### src/rtl/enc_pkg.sv
// Shared definitions for the sequential priority encoder:
// FSM state type, default vector width and index-width helper.
package enc_pkg;

    localparam int ENC_N_DEFAULT = 8;

    typedef enum logic {
        IDLE  = 1'b0,
        DRAIN = 1'b1
    } enc_state_e;

    // Index width for an n-bit vector; never below one bit.
    function automatic int idx_width(input int n);
        return (n <= 2) ? 1 : $clog2(n);
    endfunction

endpackage

### src/rtl/lsb_first_enc.sv
// Combinational find-first-set: index of the lowest set bit of vec.
// Ports: vec (N) in; idx (W) out, 0 when vec is zero; any out, vec != 0.
module lsb_first_enc
    import enc_pkg::*;
#(
    parameter int N = ENC_N_DEFAULT,
    parameter int W = idx_width(N)
) (
    input  logic [N-1:0] vec,
    output logic [W-1:0] idx,
    output logic         any
);

    // Scan from the top down so the lowest set bit is the last writer.
    always_comb begin
        idx = '0;
        for (int i = N - 1; i >= 0; i--) begin
            if (vec[i]) begin
                idx = W'(i);
            end
        end
    end

    assign any = |vec;

endmodule

### src/rtl/prio_drain_encoder.sv
// Sequential priority encoder: accepts a multi-hot vector and emits the
// index of every set bit, LSB first, one per beat.
// Ports: clk, rst_n (sync, active low); in_valid/in_ready/in_vec input
// handshake; out_valid/out_ready/out_idx output handshake; zero_drop pulse
// for a discarded all-zero vector; out_last only when ENC_LAST_EN is defined.
module prio_drain_encoder
    import enc_pkg::*;
#(
    parameter int N = ENC_N_DEFAULT,
    parameter int W = idx_width(N)
) (
    input  logic         clk,
    input  logic         rst_n,
    input  logic         in_valid,
    output logic         in_ready,
    input  logic [N-1:0] in_vec,
    output logic         out_valid,
    input  logic         out_ready,
    output logic [W-1:0] out_idx,
`ifdef ENC_LAST_EN
    output logic         out_last,
`endif
    output logic         zero_drop
);

    enc_state_e   state;
    enc_state_e   state_nxt;
    logic [N-1:0] pend;
    logic [N-1:0] pend_nxt;
    logic [N-1:0] pend_rest;
    logic [W-1:0] low_idx;
    logic         any;
    logic         last_bit;
    logic         accept;
    logic         beat;

    lsb_first_enc #(
        .N(N),
        .W(W)
    ) u_enc (
        .vec(pend),
        .idx(low_idx),
        .any(any)
    );

    // pend with its lowest set bit cleared; zero means one bit was left.
    assign pend_rest = pend & (pend - N'(1));
    assign last_bit  = (pend_rest == '0);

    // Outputs are gated by rst_n so they read idle while reset is held.
    assign in_ready  = rst_n && (state == IDLE);
    assign out_valid = rst_n && (state == DRAIN) && any;
    assign out_idx   = rst_n ? low_idx : '0;

`ifdef ENC_LAST_EN
    assign out_last  = out_valid && last_bit;
`endif

    assign accept = in_valid && in_ready;
    assign beat   = out_valid && out_ready;

    always_comb begin
        state_nxt = state;
        pend_nxt  = pend;
        unique case (state)
            IDLE: begin
                if (accept && (in_vec != '0)) begin
                    pend_nxt  = in_vec;
                    state_nxt = DRAIN;
                end
            end
            DRAIN: begin
                if (beat) begin
                    pend_nxt = pend_rest;
                    if (last_bit) begin
                        state_nxt = IDLE;
                    end
                end
            end
            default: begin
                state_nxt = IDLE;
            end
        endcase
    end

    always_ff @(posedge clk) begin
        if (!rst_n) begin
            state     <= IDLE;
            pend      <= '0;
            zero_drop <= 1'b0;
        end else begin
            state     <= state_nxt;
            pend      <= pend_nxt;
            zero_drop <= accept && (in_vec == '0);
        end
    end

endmodule

### config.mk
export PLATFORM = sky130hd
export DESIGN_NAME = prio_drain_encoder
export DESIGN_NICKNAME = d
export VERILOG_FILES = /design/src/rtl/enc_pkg.sv /design/src/rtl/lsb_first_enc.sv /design/src/rtl/prio_drain_encoder.sv
export SDC_FILE = /design/constraint.sdc
export NUM_CORES = 1
export LEC_CHECK = 0
export CORE_ASPECT_RATIO = 0.8
export CORE_MARGIN = 4
export CORE_UTILIZATION = 24
export CTS_CLUSTER_SIZE = 12
export DETAILED_ROUTE_END_ITERATION = 16
export DONT_BUFFER_PORTS = 1
export GPL_TIMING_DRIVEN = 0
export PLACE_DENSITY = 0.42
export SLEW_MARGIN = 20
export SYNTH_ARGS = -nofsm -noshare
export SYNTH_HDL_FRONTEND = slang
export SYNTH_SLANG_ARGS = --single-unit
### constraint.sdc
create_clock -name clk -period 2.35 [get_ports clk]
set_input_delay 0.47 -clock clk [delete_from_list [all_inputs] [get_ports clk]]
set_output_delay 0.47 -clock clk [all_outputs]
set_load 0.03 [all_outputs]
==> results of run 1 <==
-- critical path, delay by kind of cell (launching register included) --
kind	cells	cell delay, ns
flip-flops	1	0.32
buffers and inverters	2	0.29
AND/OR/NAND/NOR	2	0.92
-- through the flow --
stage	setup slack, ns	cells
floorplan	0.269	83
global placement	0.0262	119
detailed placement	0.0256	119
CTS	0.0574	123
global route	0.0140	123
finish	0.0870	123
-- where the power goes --
part	switching (uW)	internal (uW)	leakage, uW
Clock	65.7	94.0	0.0000210
Combinational	95.8	58.7	0.000144
Sequential	12.5	180	0.0000815
-- metal layers --
layer,part of all wire [%],wire [um]
met3,10,191
met2,38,715
met4,0.43,8
met1,51,958
met5,0,0
-- final timing paths --
check / end / depth (start not counted) / startpoint / slack, ns
max reg2reg: state$_SDFF_PN0_ / 6 / pend[0]$_SDFFE_PN0P_ / 0.57
max: out_idx[2] / 4 / pend[0]$_SDFFE_PN0P_ / 0.09
min: pend[3]$_SDFFE_PN0P_ / 2 / in_vec[3] / 0.36
min reg2reg: pend[0]$_SDFFE_PN0P_ / 3 / pend[0]$_SDFFE_PN0P_ / 0.59
-- kinds of logic after synthesis --
| family | share of synthesized area (%) |
|---|---|
| compound gates | 39.1 |
| simple gates | 22.7 |
| flops | 30.0 |
| buf+inv | 8.24 |
-- cell type report --
cell class | instances | area (sq um) | share of cell area (%)
Multi-Input combinational cell | 63 | 418 | 55.4
Tap cell | 36 | 45.0 | 5.97
Clock buffer | 4 | 36.3 | 4.81
Buffer | 7 | 43.8 | 5.80
Inverter | 3 | 11.3 | 1.49
Sequential cell | 10 | 200 | 26.5
-- registers in the layout, summed over array words and instances (netlist names) --
name	flops
pend	8
state	1
zero_drop	1
-- placed cells by master, fill, tap and decap left out --
cell type	instances
a311oi_1	5
o311a_1	1
a31oi_1	1
nand2b_1	2
nand2_1	8
o21bai_1	1
o21ai_1	1
a21boi_1	1
o31ai_1	2
o21ai_4	1
buf_2	2
and3b_1	1
o21ai_0	3
or3_1	2
a2111oi_0	1
clkinv_1	1
clkbuf_4	3
o21bai_4	1
a2111oi_2	1
a21oi_1	10
or4_1	1
a22oi_1	2
a211oi_1	1
a211oi_2	2
dfxtp_1	10
nand4b_1	1
nor2_1	8
clkbuf_8	1
buf_6	2
inv_1	2
nor4_1	3
and3_1	1
clkbuf_1	3
or4_4	1
nor3_1	1
-- what timing repair did --
action,in CTS,in global routing
endpoints found under the hold margin,0,0
setup endpoints to repair,1,0
gates resized for setup,1,0
==> impl_metrics.json, run 1 <==
{
  "synthCells": 83,
  "cap_violations": 0,
  "timing.fmax_mhz": 442,
  "core_region_area_sq_um": 2540,
  "grt_pass1_wl_mm": 3.06,
  "cts.path.max_buffers": 2,
  "synthFlopType": "dfxtp_1",
  "fin_nets": 100,
  "crit_top_cell": "buf_6",
  "hold_ws_ns": 0.357,
  "grt_usage_pct": 11.6,
  "grt.overflow.total": 0,
  "wl_per_cell_um": 15.2,
  "placed_area_sq_um": 713,
  "ys_warn_count": 0,
  "fin_total_pwr_uw": 507,
  "path_cells": "buf_6 -> or4_4 -> buf_6 -> nor2_1",
  "leakagePower_uw": 0.000247,
  "root_buffer": "clkbuf_4",
  "synth_area_sq_um": 668,
  "insertion_delay_ns": 0.26,
  "dp_hpwl_mm": 1.36,
  "max_slew_margin_pct": 61.9,
  "dieHeight_um": 55.2,
  "hp-class": "primary input to flop",
  "htreeDepth": 1,
  "ctsHoldBuffers": 0,
  "yosysUniqueCellTypes": 33,
  "area_delta_synth_final_pct": 12.9,
  "p_per_area_nw_per_um2": 672,
  "grt_pass1_vias": 598,
  "rsz0062_at_grt": "false",
  "rows": 16,
  "diodes": 0,
  "max_stage_delay_ns": 0.47,
  "clkTransAtPathRegs_ns": 0.07,
  "fin_crit_ns": 2.26,
  "detail-route-antenna-nets": 0,
  "vias": 635,
  "slew_violations": 0,
  "hold_viol": 0,
  "cts_buffers": 3,
  "post-route-util_pct": 29.7,
  "startpoint_type": "flop",
  "io_buffers": 0,
  "yosys-top-cells-count": "10 x a21oi_1, 10 x dfxtp_1, 8 x nand2_1, 8 x nor2_1, 5 x a311oi_1",
  "met2_usage_pct": 16.3,
  "seq_area_frac_synth_pct": 30.0,
  "clock_sinks": 10,
  "fin_area_sq_um": 754,
  "grtUsageMet1_pct": 15.6,
  "drtIter0Drc": 32,
  "drc_errors": 0,
  "yosys_register_bits": 10,
  "tightest_slew_ns": 0.570,
  "synth_edf_count": 0,
  "vias_per_cell": 5.16,
  "first_pass_iters": 4,
  "ys_async_sr_fraction_pct": 0,
  "yosysTopAreaCellShare_pct": 30.0,
  "ir_worst_vdd_uv": 287,
  "status": "completed",
  "finalClockSkew_ns": 0.00120,
  "fp.dieW_um": 67.0,
  "dieArea_sq_um": 3700,
  "io_pins": 18,
  "synth_area_leaders": "dfxtp_1 30%, a21oi_1 7.5%, a311oi_1 6.6%",
  "synth_top_area_cell": "dfxtp_1",
  "end_kind": "output port",
  "crit_path_top_delay_cell": "or4_4",
  "drive_gt1_share_pct": 16.1,
  "synth_nets": 95,
  "cp_max_fo": 9,
  "finalCritPeriodShare_pct": 96.3,
  "gr-usage-met3_pct": 5.86,
  "cts_tree": "done",
  "synth_area_per_cell_sq_um": 8.05,
  "worstPathArrival_ns": 1.79,
  "required_ns": 1.88,
  "routed_wl_mm": 1.87,
  "grt_max_degree": 11,
  "n_fill_cell": 290,
  "setup_viol": 0,
  "busiest_layer": "met2",
  "antenna_found_initial": 0,
  "gp_congestion": 0.771,
  "path_class": "flop to output port",
  "postCtsSetupBuffers": 0,
  "tns_ns": 0,
  "start_util_pct": 26.3
}
Power figures use the tool's default switching activity.
==> inputs of run 2 (changes only) <==
--- a/config.mk
+++ b/config.mk
@@ -12,7 +12,7 @@
 export DETAILED_ROUTE_END_ITERATION = 16
 export DONT_BUFFER_PORTS = 1
 export GPL_TIMING_DRIVEN = 0
-export PLACE_DENSITY = 0.42
+export PLACE_DENSITY = 0.41
 export SLEW_MARGIN = 20
 export SYNTH_ARGS = -nofsm -noshare
 export SYNTH_HDL_FRONTEND = slang
==> run 2 against run 1 <==
Compared with the run above: routed wire length fell by 3.0%; first-iteration DRC count rose by 110%; sequential share of layout area did not move; non-clock buffer count did not move; maximum frequency fell by 0.36%; clock-buffer cell count did not move; sequential power barely moved; setup slack got worse by 0.0081 ns; combinational power barely moved; die area did not move; design area did not move; sequential cell count did not move.
==> impl_metrics.json, run 2 (same netlist as run 1, synthesis figures left out) <==
{
  "diodes": 0,
  "p_per_area_nw_per_um2": 676,
  "htreeDepth": 1,
  "cts.path.max_buffers": 2,
  "rsz0062_at_grt": "false",
  "fp.dieW_um": 67.0,
  "status": "completed",
  "drtIter0Drc": 66,
  "max_slew_margin_pct": 61.9,
  "p_int_uw": 333,
  "wl_per_cell_um": 14.8,
  "rows": 16,
  "gp_congestion": 0.722,
  "detail-route-antenna-nets": 0,
  "root_buffer": "clkbuf_4",
  "p_sw_uw": 177,
  "worstPathArrival_ns": 1.80,
  "rrSetupSlack_ns": 0.57,
  "timing.fmax_mhz": 440,
  "clkPwrFrac_pct": 32.0,
  "drc_errors": 0,
  "slew_violations": 0,
  "ctsHoldBuffers": 0,
  "vias": 656,
  "io_pins": 18,
  "cts_tree": "done",
  "max_stage_delay_ns": 0.47,
  "start_util_pct": 26.3,
  "cap_violations": 0,
  "grt_usage_pct": 11.1,
  "r2r-end": "state$_SDFF_PN0_",
  "setup_viol": 0,
  "clock_sinks": 10,
  "startpoint_type": "flop",
  "tns_ns": 0,
  "grt_pass1_wl_mm": 2.90,
  "cp_max_fo": 9,
  "largestRegisters": "pend: 8 flops, state: 1 flops, zero_drop: 1 flops",
  "insertion_delay_ns": 0.27,
  "dieHeight_um": 55.2,
  "post_cts_resized": 1,
  "finalCritPeriodShare_pct": 96.6,
  "worstHoldPathCells": 2,
  "clkTransAtPathRegs_ns": 0.08,
  "layout_common_cells": "10 x a21oi_1, 10 x dfxtp_1, 8 x nor2_1, 8 x nand2_1, 5 x a311oi_1",
  "dp_hpwl_mm": 1.34,
  "first_pass_iters": 4,
  "crit_path_top_delay_cell": "or4_4",
  "required_ns": 1.88,
  "largest_reg_flops": 8,
  "cts_buffers": 3,
  "path_class": "flop to output port",
  "leakagePower_uw": 0.000247,
  "finalClockSkew_ns": 0.0104,
  "hold_viol": 0,
  "fin_crit_ns": 2.27,
  "ir_worst_vdd_uv": 328,
  "io_buffers": 0,
  "postCtsSetupBuffers": 0,
  "min_to": "pend[0]$_SDFFE_PN0P_",
  "antenna_found_initial": 0,
  "grt.overflow.total": 0,
  "crit_top_cell": "buf_6",
  "end_kind": "output port",
  "r2r-start": "pend[0]$_SDFFE_PN0P_",
  "min-delay-start": "in_vec[0]",
  "tightest_slew_ns": 0.571,
  "core_region_area_sq_um": 2540,
  "top_register": "pend",
  "fin_nets": 100,
  "rr_worst_depth": 6,
  "grt_pass1_vias": 578,
  "p_comb_share_pct": 30.3,
  "hold_ws_ns": 0.342,
  "vias_per_cell": 5.33,
  "drive_gt1_share_pct": 16.1,
  "power_frac_seq_pct": 37.8,
  "dieArea_sq_um": 3700,
  "area_delta_synth_final_pct": 12.9,
  "path_cells": "buf_6 -> or4_4 -> buf_6 -> nor2_1",
  "hp-class": "primary input to flop",
  "switching_share_pct": 34.7,
  "routed_wl_mm": 1.82,
  "grt_max_degree": 11
}
[run 2: worst max-delay path: cells and delay by family, from the launching register on]
kind	cells	cell delay, ns
simple gates	2	0.92
flops	1	0.32
buf+inv	2	0.29
[run 2: area by class of cell]
cell class	instances	area, sq um
sequential	10	200
buffer	7	43.8
fill	280	1790
multi-input combinational	63	418
inverter	3	11.3
tap	36	45.0
clock buffer	4	36.3
[run 2: through the flow]
| stage | power [uW] | area (sq um) | setup WS, ns | util (%) | cells |
|---|---|---|---|---|---|
| 2_1_floorplan | 322 | 668 | 0.269 | - | 83 |
| 3_3_place_gp | 351 | 713 | 0.0148 | 28.1 | 119 |
| 3_5_place_dp | 350 | 713 | 0.0401 | 28.1 | 119 |
| 4_1_cts | 512 | 754 | 0.0633 | 29.7 | 123 |
| 5_1_grt | 538 | 754 | 0.0331 | 29.7 | 123 |
| 6_report | 510 | 754 | 0.0789 | 29.7 | 123 |
[run 2: worst max path at each step]
stage / start / end / slack (ns) / cells after the start
final: pend[0]$_SDFFE_PN0P_ / out_idx[2] / 0.08 / 4
after CTS: pend[0]$_SDFFE_PN0P_ / out_idx[2] / 0.06 / 4
after detailed placement: rst_n / out_idx[0] / 0.04 / 3
after floorplan: rst_n / out_idx[0] / 0.27 / 3
after global placement: rst_n / out_idx[0] / 0.01 / 3
after global routing: pend[0]$_SDFFE_PN0P_ / out_idx[2] / 0.03 / 4
[run 2: routing by layer]
metal / track usage (%) / part of all wire (%)
met2: 14.8 / 39
met3: 5.86 / 12
met1: 15.5 / 48
met4: 2.02 / 0.44
met5: 0 / 0
[run 2: power groups by stage]
stage               registers (uW)  logic, uW  clock network (uW)
floorplan                      193        129                   0
global placement               197        154                   0
detailed placement             196        154                   0
CTS                            192        156                 163
global route                   195        172                 172
finish                         193        154                 163
==> inputs of run 3 (changes only) <==
--- a/config.mk
+++ b/config.mk
@@ -5,6 +5,8 @@
 export SDC_FILE = /design/constraint.sdc
 export NUM_CORES = 1
 export LEC_CHECK = 0
+export ABC_AREA = 1
+export CAP_MARGIN = 20
 export CORE_ASPECT_RATIO = 0.8
 export CORE_MARGIN = 4
 export CORE_UTILIZATION = 24
==> run 3 against run 2 <==
Compared with the run above: synthesized cell count up 63%; sequential share of layout area decreased by 4.3 points; global-route usage fell by 0.76 points; largest cell class unchanged.
==> impl_metrics.json, run 3 <==
{
  "layout_common_cells": "42 x nand2_1, 29 x nor2_1, 16 x inv_1",
  "cts.path.max_buffers": 2,
  "ctsHoldBuffers": 0,
  "core_region_area_sq_um": 3130,
  "htreeDepth": 1,
  "slew_violations": 0,
  "placed_area_sq_um": 846,
  "post_cts_resized": 0,
  "highest_layer": "met4",
  "detail-route-antenna-nets": 0,
  "dieArea_sq_um": 4310,
  "yosysMostFrequentCell": "nand2_1",
  "grt_pass1_vias": 744,
  "root_buffer": "clkbuf_8",
  "yosys-top-cells-count": "42 x nand2_1, 29 x nor2_1, 16 x inv_1, 10 x dfxtp_1, 6 x nand3_1",
  "yosysUniqueCellTypes": 20,
  "met3_length_um": 93,
  "dp_hpwl_mm": 1.61,
  "yosys_register_bits": 10,
  "layout_commonest_cell": "nand2_1",
  "max_slew_margin_pct": 34.9,
  "finalClockSkew_ns": 0.00273,
  "finalCritPeriodShare_pct": 90.6,
  "timing.fmax_mhz": 470,
  "rows": 18,
  "postCtsSetupBuffers": 0,
  "worstHoldPathCells": 4,
  "ir_worst_vdd_uv": 297,
  "cts_buffers": 3,
  "synth_area_leaders": "dfxtp_1 25%, nand2_1 20%, nor2_1 14%",
  "tightest_slew_ns": 0.969,
  "synthFlopType": "dfxtp_1",
  "start_util_pct": 25.4,
  "rrSetupSlack_ns": 1.07,
  "top_register": "pend",
  "synthCells": 135,
  "drc_errors": 0,
  "synth_edf_count": 0,
  "synth_area_sq_um": 796,
  "status": "completed",
  "fin_area_sq_um": 901,
  "hold_viol": 0,
  "pre_cts_ws_ns": 0.346,
  "hp-class": "primary input to flop",
  "area_delta_synth_final_pct": 13.2,
  "end_kind": "output port",
  "grt_max_degree": 11,
  "startpoint_type": "flop",
  "drive_gt1_share_pct": 16.5,
  "synth_nets": 147,
  "rr_worst_depth": 7,
  "largest_reg_flops": 8,
  "largestRegisters": "pend: 8 flops, state: 1 flops, zero_drop: 1 flops",
  "diodes": 0,
  "insertion_delay_ns": 0.24,
  "seq_area_frac_synth_pct": 25.2,
  "wl_per_cell_um": 11.1,
  "ys_warn_count": 0,
  "grt.overflow.total": 0,
  "required_ns": 1.88,
  "synth_top_area_cell": "dfxtp_1",
  "grt_pass1_wl_mm": 3.40,
  "wl_met1_mm": 1.02,
  "first_pass_iters": 4,
  "worstPathArrival_ns": 1.66,
  "r2r-end": "pend[6]$_SDFFE_PN0P_",
  "drtIter0Drc": 22,
  "fin_crit_ns": 2.13,
  "ys_async_sr_fraction_pct": 0,
  "setup_viol": 0,
  "clock_sinks": 10,
  "routed_wl_mm": 1.98,
  "gp_congestion": 0.725,
  "grt_usage_pct": 10.3,
  "fp.dieW_um": 72.4,
  "vias": 738,
  "path_class": "flop to output port",
  "io_buffers": 0,
  "cap_violations": 0,
  "fin_ws_ns": 0.221,
  "cts_tree": "done",
  "tns_ns": 0,
  "met2_length_um": 826,
  "vias_per_cell": 4.12,
  "endpoint": "out_idx[1]",
  "yosysTopAreaCellShare_pct": 25.2,
  "n_fill_cell": 351,
  "cp_max_fo": 5,
  "synth_area_per_cell_sq_um": 5.89,
  "clkTransAtPathRegs_ns": 0.05,
  "p_per_area_nw_per_um2": 741,
  "critPathLaunch": "pend[6]$_SDFFE_PN0P_",
  "io_pins": 18,
  "leakagePower_uw": 0.000454,
  "dieHeight_um": 59.5,
  "rsz0062_at_grt": "false",
  "antenna_found_initial": 0,
  "r2r-start": "state$_SDFF_PN0_",
  "fin_nets": 152
}
run 3: cell count changes after synthesis, sizes merged, moves of 5 or more:
cell | before | now
a21oi | 10 | 4
a311oi | 5 | 0
inv | 2 | 19
nand2 | 8 | 50
nand3 | 0 | 7
nor2 | 8 | 32
run 3: through the flow:
stage	hold slack, ns	power (uW)	std cells	util [%]
2_1_floorplan	0.500	409	135	-
3_3_place_gp	0.529	449	175	27.0
3_5_place_dp	0.527	450	175	27.0
4_1_cts	0.449	681	179	28.8
5_1_grt	0.476	719	179	28.8
6_report	0.454	668	179	28.8
run 3: cell type report:
cell class / count / area (sq um) / share of cell area, %
plain buffers: 3 / 23.8 / 2.64
multi-input cells: 103 / 498 / 55.3
flip-flops and latches: 10 / 200 / 22.2
inverters: 19 / 73.8 / 8.19
well taps: 40 / 50.0 / 5.56
clock buffers: 4 / 55.1 / 6.11
run 3: kinds of logic (layout without fill, tap and decap cells):
kind of cell           count (synthesis)  in the layout  share of synthesized area, %
AO/OA/AOI/OAI                         10             10                          7.70
AND/OR/NAND/NOR                       93             93                          54.9
buffers and inverters                 22             26                          12.3
flip-flops                            10             10                          25.2
run 3: where the power goes:
group | internal, uW | switching [uW] | total, uW
logic | 77.5 | 154 | 232
clock network | 148 | 77.3 | 225
registers | 187 | 23.7 | 211
total | 413 | 255 | 668
run 3: worst min-delay path by stage:
stage	start	to	slack, ns
4_1_cts	in_vec[0]	pend[0]$_SDFFE_PN0P_	0.45
2_1_floorplan	pend[4]$_SDFFE_PN0P_	pend[4]$_SDFFE_PN0P_	0.50
3_3_place_gp	pend[4]$_SDFFE_PN0P_	pend[4]$_SDFFE_PN0P_	0.53
6_report	in_vec[0]	pend[0]$_SDFFE_PN0P_	0.45
3_5_place_dp	pend[4]$_SDFFE_PN0P_	pend[4]$_SDFFE_PN0P_	0.53
5_1_grt	in_vec[5]	zero_drop$_SDFF_PN0_	0.48
run 3: worst max-delay path, cell delays in order (launching register included):
cell and delay [ns]:
dfxtp_1 0.43, inv_2 0.07, nand2_2 0.10, a21oi_1 0.07, nor3_1 0.74
run 3: routing by layer:
metal | track usage [%] | vias up
met5 | 0 | -
met4 | 6.32 | 0
met3 | 2.20 | 4
met2 | 15.0 | 16
met1 | 13.9 | 302
li1 | - | 416
